[src/rtl/hazard_ctrl_pkg.sv]
// Shared definitions for the pipeline hazard controller: register-file
// address width, FSM state encoding, default counter width and the
// source/destination match helper.
package hazard_ctrl_pkg;

  localparam int unsigned REG_FILE_ADDR_LEN = 5;
  localparam int unsigned CNT_W_DEFAULT     = 16;

  typedef enum logic [1:0] {
    RUN  = 2'd0,
    WAIT = 2'd1,
    ERR  = 2'd2
  } state_t;

  // True when the ID instruction reads a nonzero destination register.
  function automatic logic src_match(
    input logic [REG_FILE_ADDR_LEN-1:0] src1,
    input logic [REG_FILE_ADDR_LEN-1:0] src2,
    input logic                         two_src,
    input logic [REG_FILE_ADDR_LEN-1:0] dest
  );
    return (dest != '0) && ((src1 == dest) || (two_src && (src2 == dest)));
  endfunction

endpackage

[src/rtl/sat_counter.sv]
// Saturating up-counter: increments on each enabled cycle, sticks at all-ones.
module sat_counter
  import hazard_ctrl_pkg::*;
#(
  parameter int unsigned W = CNT_W_DEFAULT
) (
  input  logic         clk,
  input  logic         rst,
  input  logic         en,
  output logic [W-1:0] cnt
);

  localparam logic [W-1:0] CNT_MAX = '1;

  // Count enabled cycles, holding at the maximum value.
  always_ff @(posedge clk or negedge rst) begin
    if (!rst) begin
      cnt <= '0;
    end else if (en && (cnt != CNT_MAX)) begin
      cnt <= cnt + W'(1);
    end
  end

endmodule

[src/rtl/hazard_ctrl.sv]
// Pipeline hazard controller: load-use / RAW stall detection, taken-branch
// flush, data-memory freeze with timeout, and saturating event counters.
// Optional build macro HAZARD_FORWARDING_EN: with forwarding present only a
// load in EXE can cause a stall; without it any pending write in EXE or MEM
// to a register read in ID stalls until it retires.
module hazard_ctrl
  import hazard_ctrl_pkg::*;
#(
  parameter int unsigned MEM_TIMEOUT = 255,
  parameter int unsigned CNT_W       = CNT_W_DEFAULT
) (
  input  logic             clk,
  input  logic             rst,
  input  logic [4:0]       src1_ID,
  input  logic [4:0]       src2_ID,
  input  logic             two_src_ID,
  input  logic [4:0]       dest_EXE,
  input  logic [4:0]       dest_MEM,
  input  logic             WB_EN_EXE,
  input  logic             WB_EN_MEM,
  input  logic             MEM_R_EN_EXE,
  input  logic             br_taken_EXE,
  input  logic             mem_ready,
  output logic             stall_IF_ID,
  output logic             bubble_ID_EXE,
  output logic             flush_IF_ID,
  output logic             flush_ID_EXE,
  output logic             freeze_all,
  output logic [CNT_W-1:0] stall_cnt,
  output logic [CNT_W-1:0] flush_cnt,
  output logic [CNT_W-1:0] wait_cnt,
  output logic             err_timeout
);

  // MEM_TIMEOUT is expected to be at least 1.
  localparam int unsigned   TW        = (MEM_TIMEOUT > 1) ? $clog2(MEM_TIMEOUT) : 1;
  localparam logic [TW-1:0] WAIT_LAST = TW'(MEM_TIMEOUT - 1);

  state_t        state;
  logic [TW-1:0] wait_q;
  logic          err_q;
  logic          hazard;

`ifdef HAZARD_FORWARDING_EN
  // Forwarding covers ALU results; only a load in EXE forces one bubble.
  assign hazard = MEM_R_EN_EXE & WB_EN_EXE
                & src_match(src1_ID, src2_ID, two_src_ID, dest_EXE);

  logic unused_inputs;
  assign unused_inputs = ^{dest_MEM, WB_EN_MEM};
`else
  // No forwarding: any pending write in EXE or MEM blocks the reader.
  assign hazard = (WB_EN_EXE & src_match(src1_ID, src2_ID, two_src_ID, dest_EXE))
                | (WB_EN_MEM & src_match(src1_ID, src2_ID, two_src_ID, dest_MEM));

  logic unused_inputs;
  assign unused_inputs = MEM_R_EN_EXE;
`endif

  // Control outputs with priority freeze > flush > stall, all low in reset.
  // A branch held in EXE during a freeze flushes on the first ready cycle,
  // which may still be a WAIT-state cycle.
  always_comb begin
    freeze_all    = 1'b0;
    flush_IF_ID   = 1'b0;
    flush_ID_EXE  = 1'b0;
    stall_IF_ID   = 1'b0;
    bubble_ID_EXE = 1'b0;
    if (rst) begin
      if (!mem_ready || (state == ERR)) begin
        freeze_all = 1'b1;
      end else if (br_taken_EXE) begin
        flush_IF_ID  = 1'b1;
        flush_ID_EXE = 1'b1;
      end else if (hazard) begin
        stall_IF_ID   = 1'b1;
        bubble_ID_EXE = 1'b1;
      end
    end
  end

  // Memory-wait FSM; ERR is entered after the MEM_TIMEOUT-th WAIT cycle.
  always_ff @(posedge clk or negedge rst) begin
    if (!rst) begin
      state  <= RUN;
      wait_q <= '0;
      err_q  <= 1'b0;
    end else begin
      case (state)
        RUN: begin
          wait_q <= '0;
          if (!mem_ready) begin
            state <= WAIT;
          end
        end
        WAIT: begin
          if (mem_ready) begin
            state  <= RUN;
            wait_q <= '0;
          end else if (wait_q == WAIT_LAST) begin
            state <= ERR;
            err_q <= 1'b1;
          end else begin
            wait_q <= wait_q + TW'(1);
          end
        end
        ERR: begin
          state <= ERR;
        end
        default: begin
          state  <= RUN;
          wait_q <= '0;
        end
      endcase
    end
  end

  assign err_timeout = err_q;

  // Event counters.
  sat_counter #(.W(CNT_W)) u_stall_cnt (
    .clk (clk),
    .rst (rst),
    .en  (stall_IF_ID),
    .cnt (stall_cnt)
  );

  sat_counter #(.W(CNT_W)) u_flush_cnt (
    .clk (clk),
    .rst (rst),
    .en  (flush_IF_ID),
    .cnt (flush_cnt)
  );

  sat_counter #(.W(CNT_W)) u_wait_cnt (
    .clk (clk),
    .rst (rst),
    .en  (freeze_all),
    .cnt (wait_cnt)
  );

endmodule

[config.mk]
export PLATFORM = sky130hd
export DESIGN_NAME = hazard_ctrl
export DESIGN_NICKNAME = d
export VERILOG_FILES = /design/src/rtl/hazard_ctrl_pkg.sv /design/src/rtl/sat_counter.sv /design/src/rtl/hazard_ctrl.sv
export SDC_FILE = /design/constraint.sdc
export NUM_CORES = 1
export LEC_CHECK = 0
export CAP_MARGIN = 30
export CELL_PAD_IN_SITES_DETAIL_PLACEMENT = 1
export CELL_PAD_IN_SITES_GLOBAL_PLACEMENT = 1
export CORE_ASPECT_RATIO = 0.8
export CORE_MARGIN = 3
export CORE_UTILIZATION = 30
export DETAILED_ROUTE_END_ITERATION = 7
export PLACE_DENSITY = 0.75
export SLEW_MARGIN = 15
export SYNTH_ARGS = -nofsm -noshare
export SYNTH_HDL_FRONTEND = slang
export SYNTH_SLANG_ARGS = --single-unit
[constraint.sdc]
create_clock -name clk -period 2.3 [get_ports clk]
set_input_delay 0.46 -clock clk [delete_from_list [all_inputs] [get_ports clk]]
set_output_delay 0.46 -clock clk [all_outputs]
set_load 0.02 [all_outputs]
Word level (Yosys, flattened, before mapping)
Cells that the tools add are included.

Bits in registers: 59. Bits in latches: 0. Memory bits (writable): 0. ROM bits: 0. Input port bits: 28. Output and inout bits: 54. Logic and storage cells: 61. Memories kept: 0.

Add/subtract/negate cells: 4. Multipliers: 0. Divide/modulo/power cells: 0. Magnitude comparators: 0. Equal/unequal tests: 13. Shift operators: 0. Multiplexer cells: 16. Bitwise operators: 5. Reductions and logical operators: 17.

Operators by type and width (count): 16-bit by 1-bit adder with 16-bit output, second input constant (3); 16-bit inequality test, second input constant (3); 5-bit equality test (4); 8-bit two-way mux (2); 8-bit case mux with 2 select lines (1); 5-bit nonzero test (2); 1-bit two-way mux (9); 8-bit by 1-bit adder with 8-bit output, second input constant (1); 8-bit equality test, second input constant (1); 1-bit logical AND (7); 2-bit two-way mux (3); 3-bit inequality test, second input constant (2); 2-bit case mux with 3 select lines (1); 2-bit AND reduction (2); 1-bit logical OR (3); 3-bit AND reduction (1); 1-bit AND (2); 2-bit by 1-bit equality test with 1-bit output, second input constant (1); 2-bit equality test, second input constant (1); 2-bit zero test (1); 2-bit inequality test, second input constant (1); 1-bit NOT (2); 1-bit zero test (1); 1-bit bitwise OR (1).

Longest topological paths before layout
Depth after elaboration: 11. Mapped depth: 8.

Modules after synthesis
A second synthesis with hierarchy kept.

Cell total of the unflattened synthesis: 312. Area total of the unflattened synthesis: 3459.6 um2.

By module, submodules not included: sat_counter (instances 3, cells each 72, area each 859.6 um2); hazard_ctrl (instances 1, cells each 96, area each 880.8 um2).

Worst setup path after synthesis
OpenSTA, ideal clock, no wires.

Path type: input to output. From: input port dest_MEM[1]. To: output port stall_IF_ID. Data arrival time: 1899 ps. Slack: -59 ps. Stages: 7. Path buffers: 2. Cell sequence: or4_1 -> o21ai_1 -> nor3_2 -> a22oi_4 -> buf_4 -> inv_1 -> buf_4.

Word-level cells in the longest chain between the ends: 10. Elaborated cells on any way between the ends: 12.

Ends and longest elaborated chain: from (decl) (RTL line hazard_ctrl.sv:18) `input logic [4:0] dest_MEM,`; 5-bit equality test (RTL line hazard_ctrl_pkg.sv:22) `return (dest != '0) && ((src1 == dest) || (two_src && (src2 == dest)));`; 1-bit logical AND (RTL line hazard_ctrl_pkg.sv:22); 1-bit logical OR (RTL line hazard_ctrl_pkg.sv:22); 1-bit logical AND (*) (RTL line hazard_ctrl_pkg.sv:22); 1-bit AND (*) (RTL line hazard_ctrl.sv:54) `| (WB_EN_MEM & src_match(src1_ID, src2_ID, two_src_ID, dest_MEM));`; 1-bit bitwise OR (*) (RTL line hazard_ctrl.sv:54); 1-bit two-way mux (*) (4 in series); to (decl) (RTL line hazard_ctrl.sv:24) `output logic stall_IF_ID,`.

Every way passes the cells marked *; elsewhere a longest branch is shown, timed or not.

Worst setup path after layout
From: input port dest_MEM[3]. To: output port stall_IF_ID.

Word-level cells in the longest chain between the ends: 10. Elaborated cells on any way between the ends: 12.

Ends and longest elaborated chain: 5-bit equality test (RTL line hazard_ctrl_pkg.sv:22); 1-bit logical AND (RTL line hazard_ctrl_pkg.sv:22); 1-bit logical OR (RTL line hazard_ctrl_pkg.sv:22); 1-bit logical AND (*) (RTL line hazard_ctrl_pkg.sv:22); 1-bit AND (*) (RTL line hazard_ctrl.sv:54); 1-bit bitwise OR (*) (RTL line hazard_ctrl.sv:54); 1-bit two-way mux (*) (RTL line hazard_ctrl.sv:75) `end else if (hazard) begin`; 1-bit two-way mux (*) (RTL line hazard_ctrl.sv:72) `end else if (br_taken_EXE) begin`; 1-bit two-way mux (*) (RTL line hazard_ctrl.sv:70) `if (!mem_ready || (state == ERR)) begin`; 1-bit two-way mux (*) (RTL line hazard_ctrl.sv:69) `if (rst) begin`.

Marks and branches as above.

==> qor.yml <==
status: "complete, no violations"
portBuffers: 80
clock_skew_ns: 0.00450
setup_violations: 0
avgSynthCellArea_um2: 10.4
drv_cap: 0
ys_warn_count: 0
setup_ws_ns: 0.0627
place_inst: 537
synth_cell_types: 42
wl_met3_um: 335
vias: 2640
synth.top_cell.area_share_pct: 47.9
grt_max_degree: 33
cellPowerDensity_mw_per_mm2: 679
drive_above_1_share_pct: 17.5
grt_overflow: 0
synth.top_cells.by_area: "dfrtp_1 48%, xnor2_1 11%, xor2_1 7.1%"
vias_per_cell: 4.77
fmax_mhz: 447
core-area_mm2: 0.00981
leakagePower_uw: 0.00205
ys_seq_area_share_pct: 47.9
wl_met2_um: 4430
syn-cell-area_mm2: 0.00308
htree_num_levels: 3
synthToLayoutAreaGrowth_pct: 47.6
met1_length_um: 4200
rsz0062_at_grt: "false"
yosysTopAreaCell: "dfrtp_1"
cts_tree: "built"
hp-class: "in2async"
cts_setup_buffers: 0
die_w_um: 119
place_ws_ns: -0.646
drt-total-wl_um: 9110
top_layer: "met4"
drtIter0Drc: 116
startpoint_type: "input pin"
synth_top_flop_cell: "dfrtp_1"
hold_buffers: 0
cts_buffers: 9
async_flop_share_pct: 100
grt_usage_pct: 16.3
final_cells: 553
clkSlewWorstSetupHoldPaths_ns: 0.05
synth_cells: 297
firstDrtPassIters: 4
drc: 0
hpwlAfterDp_um: 6910
tightest_slew_ns: 0.428
dieArea_mm2: 0.0115
period_needed_ns: 2.24
hold_violations: 0
syn_nets: 330
period_share_pct: 97.3
hold_slack_ns: 0.290
dieHeight_um: 96.6
path_class: "in2out"
cts_root_buffer: "clkbuf_16"
grt_pass1_vias: 2970
critPathArrivalTime_ns: 1.78
post_drt_wl_per_cell_um: 16.5
insertion_delay_ns: 0.32
ys_ff_latch: 59
final_common_cell: "dfrtp_1"
grt_pass1_wl_um: 15200
final_cell_mix: "59 x dfrtp_1, 57 x clkdlybuf4s50_1, 40 x xnor2_1, 34 x nand2_1, 28 x buf_4"
ir_worst_vdd_uv: 434
cp_max_fo: 2
antenna_found_initial: 0
cts_buffer_depth: 2
rows: 32
cp.required_ns: 1.84
slew_viol_final: 0
end_kind: "primary output"
tns_ns: 0
diodes: 0
synth_edf_count: 0
io_pins: 82
nets: 445
ant_nets: 0
initial_core_util_pct: 31.4
place_congestion: 0.828
max_slew_margin_pct: 71.4
clock_sinks: 59
-- cells by family after synthesis --
logic type                 synth area share, %
AOI/OAI and AO/OA                         5.28
xor gates and xnor gates                  18.5
adders and majority gates                 2.03
buffers and inverters                     2.23
DFF                                       47.9
muxes                                     1.79
and+or+nand+nor                           22.2
-- per-stage QoR --
step	utilization, %	total power [uW]	instance area [um2]
final	46.3	3090	4550
after global routing	46.3	3250	4550
after CTS	46.1	3130	4520
after detailed placement	43.1	1940	4230
after global placement	43.1	1910	4230
after floorplan	-	1560	3080
-- path summary, 6_finish.rpt --
path                                                 from                         endpoint  slack (ns)  cells past startpoint
max                                           dest_MEM[3]                      stall_IF_ID        0.06                      7
min                                                   rst             state[0]$_DFFE_PN0P_        0.29                      3
max reg2reg                u_stall_cnt.cnt[5]$_DFFE_PN0P_   u_stall_cnt.cnt[1]$_DFFE_PN0P_        0.16                      7
min reg2reg                       err_timeout$_DFFE_PN0P_          err_timeout$_DFFE_PN0P_        0.47                      1
max in group asynchronous                             rst  u_stall_cnt.cnt[11]$_DFFE_PN0P_        1.67                      3
min in group clk                  err_timeout$_DFFE_PN0P_          err_timeout$_DFFE_PN0P_        0.47                      1
-- per-layer routing --
metal,GRT usage (%),up-vias
li1,-,1260
met1,20.9,1305
met2,26.7,60
met3,4.68,15
met4,4.63,0
met5,0,-
-- where the power goes --
part           switching, uW  total, uW  leakage, uW  internal, uW
Clock                    446       1170     0.000127           723
Sequential               135       1270     0.000789          1140
Combinational            313        645      0.00114           333
-- repair_timing --
action                     in CTS  in global routing
setup endpoints to repair      12                  5
cloned                          0                  0
resized for setup              52                 12
pin swaps                       8                 10
-- cell usage after synthesis (all sizes together) (2+ instances only) --
cell	count
nor4b	4
or4	2
and4	2
xor2	25
or2	4
inv	10
buf	5
and3	5
mux2	4
nor2	14
dfrtp	59
o22ai	2
a211oi	2
nand2b	4
nor3	11
nor4	8
or3	5
nand4	15
o21ai	7
a21oi	4
nor3b	2
nand2	34
ha	5
nand3	15
xnor2	40
-- worst max-delay path: stages --
cell and delay [ns]:
buf_2 0.11, or4_4 0.54, o21ai_4 0.17, nor3_4 0.07, a22oi_4 0.22, inv_2 0.07
buf_6 0.13
-- layout make-up --
cell class,count,area (um2)
Tap cell,136,170
Inverter,10,37.5
Fill cell,1100,5260
Timing Repair Buffer,109,996
Multi-Input combinational cell,223,1610
Sequential cell,59,1480
Clock buffer,13,240
Clock inverter,3,15.0
-- sequential cells by signal (all words and copies together) (netlist names) --
signal	cells
u_flush_cnt.cnt	16
u_stall_cnt.cnt	16
u_wait_cnt.cnt	16
wait_q	8
state	2
err_timeout	1
Note: power is estimated with default switching activity, not from simulation.
